==> src/rtl/persiana_cmd_scheduler.sv <==
// Blind command scheduler: arbitrates manual/auto targets and sequences the
// up/down motor with dead time, travel timeout and limit-sensor position tracking.
module persiana_cmd_scheduler #(
  parameter int unsigned PRESC_MAX     = 16777215,
  parameter int unsigned DEAD_TICKS    = 2,
  parameter int unsigned TIMEOUT_TICKS = 20,
  parameter int unsigned AUTO_STABLE   = 3
) (
  input  logic       clk,
  input  logic       reseteo,
  input  logic       ena,
  input  logic [2:0] man_cmd,
  input  logic [1:0] sensor,
  input  logic       s_sup,
  input  logic       s_med,
  input  logic       s_inf,
  output logic       subir,
  output logic       bajar,
  output logic       tick,
  output logic       busy,
  output logic       fault,
  output logic [1:0] pos
);

  localparam int PW = (PRESC_MAX > 0) ? $clog2(PRESC_MAX + 1) : 1;

  localparam logic [2:0] S_IDLE  = 3'd0;
  localparam logic [2:0] S_DEAD  = 3'd1;
  localparam logic [2:0] S_UP    = 3'd2;
  localparam logic [2:0] S_DOWN  = 3'd3;
  localparam logic [2:0] S_FAULT = 3'd4;

  logic [PW-1:0] presc;
  logic [2:0]    state;
  logic [1:0]    target;
  logic          up;
  logic          auto_mode, armed;
  logic [2:0]    man_prev;
  logic [1:0]    sens_prev;
  logic [15:0]   dead_cnt, to_cnt, sens_cnt;

  // {needs_motion, up} for target t starting from position p
  function automatic logic [1:0] plan(input logic [1:0] t, input logic [1:0] p);
    logic [1:0] r;
    r = 2'b00;
    case (t)
      2'b11:   r = (p == 2'b11) ? 2'b00 : 2'b11;
      2'b01:   r = (p == 2'b01) ? 2'b00 : 2'b10;
      2'b10:   r = (p == 2'b10) ? 2'b00 : (p == 2'b01) ? 2'b11 : 2'b10;
      default: r = 2'b00;
    endcase
    return r;
  endfunction

  logic       multi, any_s, man_move, auto_hit, req_v, tgt_hit, lim_hit;
  logic [1:0] pos_snap, req_t, rp, lp;

  always_comb begin
    multi    = (s_sup & s_med) | (s_sup & s_inf) | (s_med & s_inf);
    any_s    = s_sup | s_med | s_inf;
    pos_snap = s_inf ? 2'b01 : s_med ? 2'b10 : 2'b11;
    man_move = (man_cmd == 3'b001 || man_cmd == 3'b010 || man_cmd == 3'b011) &&
               (man_cmd != man_prev);
    auto_hit = auto_mode && tick && armed && (sensor == sens_prev) &&
               (sensor != 2'b00) && (sens_cnt == 16'(AUTO_STABLE - 1));
    // manual move beats an auto acceptance in the same cycle
    req_v    = man_move | auto_hit;
    req_t    = man_move ? man_cmd[1:0] : sensor;
    rp       = plan(req_t, pos);
    lp       = plan(target, up ? 2'b11 : 2'b01);
    tgt_hit  = (target == 2'b01 && s_inf) || (target == 2'b10 && s_med) ||
               (target == 2'b11 && s_sup);
    lim_hit  = up ? s_sup : s_inf;
  end

  always_ff @(posedge clk or posedge reseteo) begin
    if (reseteo) begin
      presc     <= '0;
      tick      <= 1'b0;
      state     <= S_IDLE;
      target    <= 2'b00;
      up        <= 1'b0;
      pos       <= 2'b00;
      auto_mode <= 1'b0;
      armed     <= 1'b1;
      man_prev  <= 3'b000;
      sens_prev <= 2'b00;
      dead_cnt  <= '0;
      to_cnt    <= '0;
      sens_cnt  <= '0;
    end else begin
      presc     <= (presc == PW'(PRESC_MAX)) ? '0 : presc + 1'b1;
      tick      <= (presc == PW'(PRESC_MAX));
      man_prev  <= man_cmd;
      sens_prev <= sensor;
      if (any_s && !multi) pos <= pos_snap;

      if (man_move)               auto_mode <= 1'b0;
      else if (man_cmd == 3'b100) auto_mode <= 1'b1;

      if (!auto_mode || sensor != sens_prev) begin
        sens_cnt <= '0;
        armed    <= 1'b1;
      end else if (auto_hit) begin
        sens_cnt <= '0;
        armed    <= 1'b0;
      end else if (tick && armed && sensor != 2'b00) begin
        sens_cnt <= sens_cnt + 16'd1;
      end

      if (state == S_FAULT) begin
        state <= S_FAULT;
      end else if (!ena) begin
        state    <= S_IDLE;
        target   <= 2'b00;
        dead_cnt <= '0;
        to_cnt   <= '0;
      end else if (multi) begin
        state <= S_FAULT;
      end else begin
        case (state)
          S_IDLE: if (req_v && rp[1]) begin
            target   <= req_t;
            up       <= rp[0];
            dead_cnt <= '0;
            state    <= S_DEAD;
          end
          S_DEAD: begin
            if (req_v && !rp[1]) begin
              target <= req_t;
              state  <= S_IDLE;
            end else if (req_v && rp[0] != up) begin
              target   <= req_t;
              up       <= rp[0];
              dead_cnt <= '0;
            end else begin
              if (req_v) target <= req_t;
              if (tick) begin
                if (dead_cnt == 16'(DEAD_TICKS - 1)) begin
                  dead_cnt <= '0;
                  to_cnt   <= '0;
                  state    <= up ? S_UP : S_DOWN;
                end else begin
                  dead_cnt <= dead_cnt + 16'd1;
                end
              end
            end
          end
          S_UP, S_DOWN: begin
            if (req_v) begin
              target <= req_t;
              if (!rp[1]) state <= S_IDLE;
              else if (rp[0] != up) begin
                up       <= rp[0];
                dead_cnt <= '0;
                state    <= S_DEAD;
              end
            end else if (tgt_hit) begin
              state <= S_IDLE;
            end else if (lim_hit) begin
              up       <= lp[0];
              dead_cnt <= '0;
              state    <= lp[1] ? S_DEAD : S_IDLE;
            end else if (tick) begin
              if (to_cnt == 16'(TIMEOUT_TICKS - 1)) state <= S_FAULT;
              else to_cnt <= to_cnt + 16'd1;
            end
          end
          default: state <= S_FAULT;
        endcase
      end
    end
  end

  // motor outputs decode straight from state so reset kills them at once
  assign subir = (state == S_UP);
  assign bajar = (state == S_DOWN);
  assign busy  = (state == S_DEAD) || (state == S_UP) || (state == S_DOWN);
  assign fault = (state == S_FAULT);

endmodule
==> config.mk <==
export PLATFORM = sky130hd
export DESIGN_NAME = persiana_cmd_scheduler
export DESIGN_NICKNAME = d
export VERILOG_FILES = /design/src/rtl/persiana_cmd_scheduler.sv
export SDC_FILE = /design/constraint.sdc
export NUM_CORES = 1
export LEC_CHECK = 0
export ABC_AREA = 1
export ABC_CLOCK_PERIOD_IN_PS = 4370
export CORE_MARGIN = 1
export CORE_UTILIZATION = 52
export DETAILED_ROUTE_END_ITERATION = 7
export GPL_TIMING_DRIVEN = 1
export PLACE_DENSITY = 0.8
export SLEW_MARGIN = 10
export SYNTH_ARGS = -nofsm -noshare
export SYNTH_HDL_FRONTEND = slang
export SYNTH_SLANG_ARGS = --single-unit
export TNS_END_PERCENT = 20
==> constraint.sdc <==
create_clock -name clk -period 4.37 [get_ports clk]
set_input_delay 1.0925 -clock clk [delete_from_list [all_inputs] [get_ports clk]]
set_output_delay 1.0925 -clock clk [all_outputs]
set_load 0.005 [all_outputs]
== Word level (Yosys, flattened, before mapping) ==
Cells that the tools add are included.

* Flip-flop bits (word level): 88
* Bits in latches: 0
* Memory bits (writable): 0
* Bits in read-only memories: 0
* Input bits: 11
* Output and inout bits: 7
* Logic and storage cells: 206
* Memories kept: 0

* Add/sub/neg operators: 4
* $mul: 0
* Div/mod/pow operators: 0
* $lt $le $gt $ge: 0
* Eq/ne operators: 60
* Shifts and indexed selects: 0
* Multiplexer cells: 82
* Bitwise operators: 10
* Reductions and logical operators: 37

{| class="wikitable"
|+ Operators with widths
! kind !! count
|-
| 16-bit two-way mux || 26
|-
| 16-bit by 1-bit adder with 16-bit output (second input constant) || 3
|-
| 16-bit case mux with 3 select lines || 1
|-
| 3-bit two-way mux || 15
|-
| 3-bit != test (second input constant) || 14
|-
| 16-bit case mux with 2 select lines || 1
|-
| 2-bit two-way mux || 15
|-
| 24-bit by 1-bit adder with 24-bit output (second input constant) || 1
|-
| 24-bit equality test (second input constant) || 1
|-
| 24-bit two-way mux || 1
|-
| 4-bit != test (second input constant) || 5
|-
| 1-bit two-way mux || 18
|-
| 6-bit != test (second input constant) || 3
|-
| 2-bit case mux with 3 select lines || 3
|-
| 16-bit by 1-bit equality test with 1-bit output (second input constant) || 1
|-
| 16-bit by 2-bit equality test with 1-bit output (second input constant) || 1
|-
| 16-bit by 5-bit equality test with 1-bit output (second input constant) || 1
|-
| 2-bit equality test (second input constant) || 8
|-
| 8-bit != test (second input constant) || 2
|-
| 1-bit logical AND || 15
|-
| 3-bit by 2-bit equality test with 1-bit output (second input constant) || 4
|-
| 12-bit AND reduction || 1
|-
| 11-bit AND reduction || 1
|-
| 10-bit AND reduction || 1
|-
| other kinds (25) || 51
|}

== Depth between registers and ports, before layout ==
* Depth in word-level cells: 15
* Gate-level depth with buffers: 18
* Depth with buffers taken out: 18

== Worst setup path before layout ==
No wires, ideal clock.

* Path type: input -> register
* From: input port man_cmd[0]
* To: register dead_cnt[10]
* Setup time: 117 ps
* Arrival time: 2504 ps
* Required time: 4253 ps
* Slack: 1750 ps
* Stages on the path: 17
* Path buffers: 1
* Path through: inv_2 -> nand2_2 -> nand2_2 -> nand3_2 -> nand3_1 -> nand2_4 -> nor2_4 -> nand2_2 -> nand2_4 -> nand3_4 -> nand2_2 -> inv_2 -> nor2_8 -> nand2_4 -> buf_12 -> nand2_2 -> nand2_1

* Cells in the longest elaborated chain, start to end: 14
* Elaborated cells between the ends (all ways): 32
* Those cells by class: 15 x eq/ne; 8 x mux; 1 x bitwise; 8 x reduce/logical

{| class="wikitable"
|+ Ends and longest elaborated chain
! item !! line !! RTL
|-
| start, declared || 12 || <nowiki>input logic [2:0] man_cmd,</nowiki>
|-
| 3-bit by 1-bit equality test with 1-bit output or 3-bit by 2-bit equality test with 1-bit output (tied branches) || 62 || <nowiki>man_move = (man_cmd == 3'b001 || man_cmd == 3'b010 || man_cmd == 3'b011) &&</nowiki>
|-
| 1-bit logical OR (2 in series) || 62 ||
|-
| 1-bit logical AND || 62 ||
|-
| 2-bit two-way mux || 68 || <nowiki>req_t = man_move ? man_cmd[1:0] : sensor;</nowiki>
|-
| 2-bit equality test or 2-bit by 1-bit equality test with 1-bit output (tied branches) || 46 || <nowiki>case (t)</nowiki>
|-
| 2-bit case mux with 3 select lines || 46 ||
|-
| 1-bit != test || 132, 153 ||
|-
| 1-bit logical AND || 132 || <nowiki>end else if (req_v && rp[0] != up) begin</nowiki>
|-
| 16-bit two-way mux || 132 ||
|-
| 16-bit two-way mux || 129 || <nowiki>if (req_v && !rp[1]) begin</nowiki>
|-
| 16-bit case mux with 3 select lines || 121 || <nowiki>case (state)</nowiki>
|-
| 16-bit two-way mux || 118 || <nowiki>end else if (multi) begin</nowiki>
|-
| 16-bit two-way mux || 113 || <nowiki>end else if (!ena) begin</nowiki>
|-
| end signal, assigned || 144 || <nowiki>dead_cnt <= dead_cnt + 16'd1;</nowiki>
|-
| end, declared || 40 || <nowiki>logic [15:0] dead_cnt, to_cnt, sens_cnt;</nowiki>
|}

Several ways; a longest one is shown, not always the timed one. The select of a mux whose other input is x is not followed.
A chain may end at the register's enable or synchronous reset.

== Worst setup path in the final report ==
* From: input port man_cmd[0]
* To: register to_cnt[6]

* Cells in the longest elaborated chain, start to end: 11
* Elaborated cells between the ends (all ways): 21
* Those cells by class: 11 x eq/ne; 2 x mux; 1 x bitwise; 7 x reduce/logical

{| class="wikitable"
|+ Ends and longest elaborated chain
! item !! line !! RTL
|-
| 3-bit by 1-bit equality test with 1-bit output or 3-bit by 2-bit equality test with 1-bit output (tied branches) || 62 ||
|-
| 1-bit logical OR (2 in series) || 62 ||
|-
| 1-bit logical AND || 62 ||
|-
| 2-bit two-way mux || 68 ||
|-
| 2-bit equality test or 2-bit by 1-bit equality test with 1-bit output (tied branches) || 46 ||
|-
| 2-bit case mux with 3 select lines || 46 ||
|-
| 1-bit != test or 1-bit logical NOT (tied branches) || -- ||
|-
| 1-bit logical AND, on equally long branches || 132, 129 ||
|-
| 3-bit != test (no line) || -- ||
|-
| 12-bit AND reduction (no line) * || -- ||
|-
| end signal, assigned || 166 || <nowiki>else to_cnt <= to_cnt + 16'd1;</nowiki>
|-
| end, declared || 40 ||
|}

Mark *: on every way between the ends. The rest lies on a longest branch, timed or not.

==> reports/metrics.yaml <==
clockBufferDepth: 2
dp_cells: 884
grt_pass1_vias: 4805
cts-root-buf: "clkbuf_8"
fmax_ghz: 0.3009
clock_skew_ns: 0.01439
cts_tree: "yes"
leakage_nw: 2.694
drt-pass1-iter-count: 5
grt_pass1_wl_um: 20730
ys_ff_latch: 88
nNetsFinal: 776
setup_ws_ns: 1.046
place_congestion: 0.9098
path_common_cell: "nand2_2"
insertedDiodeCount: 0
crit_family: "simple AND/OR/NAND/NOR gates"
numClockSinks: 88
yosysSeqAreaShare: 0.3920
synth_nets: 756
cp.required_ns: 4.62
synth_area_per_cell_sq_um: 7.605
max_stage_delay_ns: 0.50
yosysUniqueCellTypes: 52
p_per_area_nw_per_um2: 304.3
path_cells: "clkdlybuf4s50_1 -> inv_2 -> nand2_2 -> nand2_2 -> nand3_2 -> nand2_4 -> nand2_2 -> nand3b_2 -> nand3_2 -> nand3_4 -> nand2_2 -> o21ai_2 -> nand2_2 -> nand2_1 -> o21ai_2"
cp.depth: 15
io_pins: 18
netlist.area_leader.share: 0.3874
synthCells: 739
route.detailed.drc: 0
avgViaCountPerCell: 5.379
max-vdd-ir-drop_uv: 135.6
rr_worst_depth: 12
grt_antenna_before_repair: 0
start_kind: "input pin"
slew_viol_final: 0
status: "finished, final reports clean"
area_growth_pct: 8.348
row_count: 37
hold_viol: 0
final_core_util: 0.5846
cp_num_buf_inv: 2
dieWidth_um: 106.0
cp.arrival_ns: 3.57
tns_ns: 0
crit_type: "in -> reg"
port_buffers: 17
synth_area_leaders: "dfrtp_1 (39%), nand2_1 (10%), nand3_1 (6.4%)"
setup_violations: 0
ys.warnings.count: 0
grt_start_max_net_pins: 51
cts_setup_buffers: 0
synth_edf_count: 0
die_area_sq_um: 11230
fin_crit_ns: 3.324
hold_path_depth: 1
period_share: 0.7606
die_height_um: 106.0
worst_pin_slew_ns: 0.8861
coreArea_sq_um: 10420
cts.clk_slew.worst_paths_ns: 0.10
htree_levels: 3
routed_wl_um: 11660
rsz0062_at_grt: "false"
worstSkewPairLatency_ns: 0.37
seqCellArea_sq_um: 2203
end_kind: "flop"
drv_cap: 0
detailed_place_hpwl_um: 8505
dr_total_vias: 4841
ant_nets: 0
critPathSlowestCell: "clkdlybuf4s50_1"
holdWs_ns: 0.4739
max_slew_margin: 0.4086
fin_cells: 900
async_reset_ff_frac: 1.000
ctsHoldBuffers: 0
mappedNetlistArea_sq_um: 5620
initial_core_util: 0.5396
overflow: 0
grt.total_usage: 0.2252
wire_per_inst_um: 12.96
ctsResizeCount: 0
synth_largest_area_cell: "dfrtp_1"
place_ws_ns: 0.6912
fill_cells: 908
cts_buffers: 9
multi_input_area_sq_um: 2943
drtIter0Drc: 332
ys.flop_type: "dfrtp_1"
cp_max_fo: 31
min_path_type: "reg -> reg"
drive_gt1_frac: 0.1361
==> cells by family (layout without fill, tap and decap cells) <==
group | after synthesis | count (layout) | share of synthesized area
and+or+nand+nor | 434 | 434 | 0.3840
buffers and inverters | 113 | 138 | 0.08437
DFF | 88 | 88 | 0.3920
AOI/OAI and AO/OA | 67 | 67 | 0.07747
xor gates and xnor gates | 30 | 30 | 0.04675
adders and majority gates | 6 | 6 | 0.01336
muxes | 1 | 1 | 0.002003
==> worst register-to-register path, cell delays in order (launching register included) <==
cell and delay, ns:
dfrtp_1 0.42, inv_1 0.11, ha_1 0.15, nand4_1 0.14, nor3_4 0.17, nand3_2 0.12
nand2_4 0.14, inv_2 0.09, nor2_4 0.12, a31oi_1 0.13, nand2_2 0.55, nand2_1 0.17
o21ai_2 0.10
==> power breakdown <==
part	leakage, nW	internal [mW]	switching (mW)
Sequential	1.19	0.839	0.0325
Clock	0.0952	0.231	0.329
Combinational	1.41	0.124	0.298
==> path summary, 6_finish.rpt <==
path | from | to | slack [ns]
max reg2reg | sens_cnt[0] | to_cnt[6] | 1.89
min reg2reg | presc[0] | presc[0] | 0.47
max | man_cmd[0] | to_cnt[6] | 1.05
min | presc[0] | presc[0] | 0.47
min in group asynchronous | reseteo | presc[18] | 1.19
max in group asynchronous | reseteo | dead_cnt[7] | 2.47
==> layout by cell type (no fill, tap or decap), drive strengths merged, types with 10 or more instances in the layout <==
| master | synthesis | final |
|---|---|---|
| nor4 | 14 | 14 |
| nand4 | 16 | 16 |
| inv | 102 | 104 |
| dfrtp | 87 | 87 |
| o21ai | 40 | 40 |
| nor3 | 30 | 30 |
| xor2 | 24 | 24 |
| nand3 | 79 | 79 |
| clkbuf | 1 | 10 |
| nor2 | 98 | 98 |
| nand2 | 180 | 180 |
| a21oi | 15 | 15 |
| clkdlybuf4s50 | 0 | 17 |
==> cell type report <==
| class | count | area share |
|---|---|---|
| Multi-Input combinational cell | 538 | 0.4833 |
| Sequential cell | 88 | 0.3618 |
| Inverter | 103 | 0.06369 |
| Timing Repair Buffer | 19 | 0.03246 |
| Tap cell | 136 | 0.02794 |
| Clock buffer | 10 | 0.02260 |
| Clock inverter | 6 | 0.008219 |
==> cell usage after synthesis, types with 14 or more instances <==
master   number
nand3_1      72
nor2_1       88
xor2_1       24
nand2_2      22
nor3_1       28
nand2_1     149
a21oi_1      14
o21ai_2      16
o21ai_0      21
dfrtp_1      87
nand4_1      15
inv_1        95
==> metrics by stage <==
stage                     power, mW  cell area [sq um]
after floorplan               1.243               5620
after global placement        1.297               5902
after detailed placement      1.308               5902
after CTS                     1.859               6090
after global routing          1.950               6090
final                         1.853               6090
==> layer usage <==
metal	vias up	share of wire	track usage
met3	19	0.046	0.04782
met1	2250	0.44	0.2760
li1	2436	-	-
met4	0	0.014	0.07738
met2	136	0.50	0.3922
met5	-	0	0
==> registers in the layout, summed over array words and instances, names as in the netlist <==
register   flops
sens_cnt      16
tick           1
target         2
presc         24
up             1
to_cnt        16
auto_mode      1
sens_prev      2
pos            2
dead_cnt      16
man_prev       3
armed          1
state          3
(Power assumes the default switching activity.)
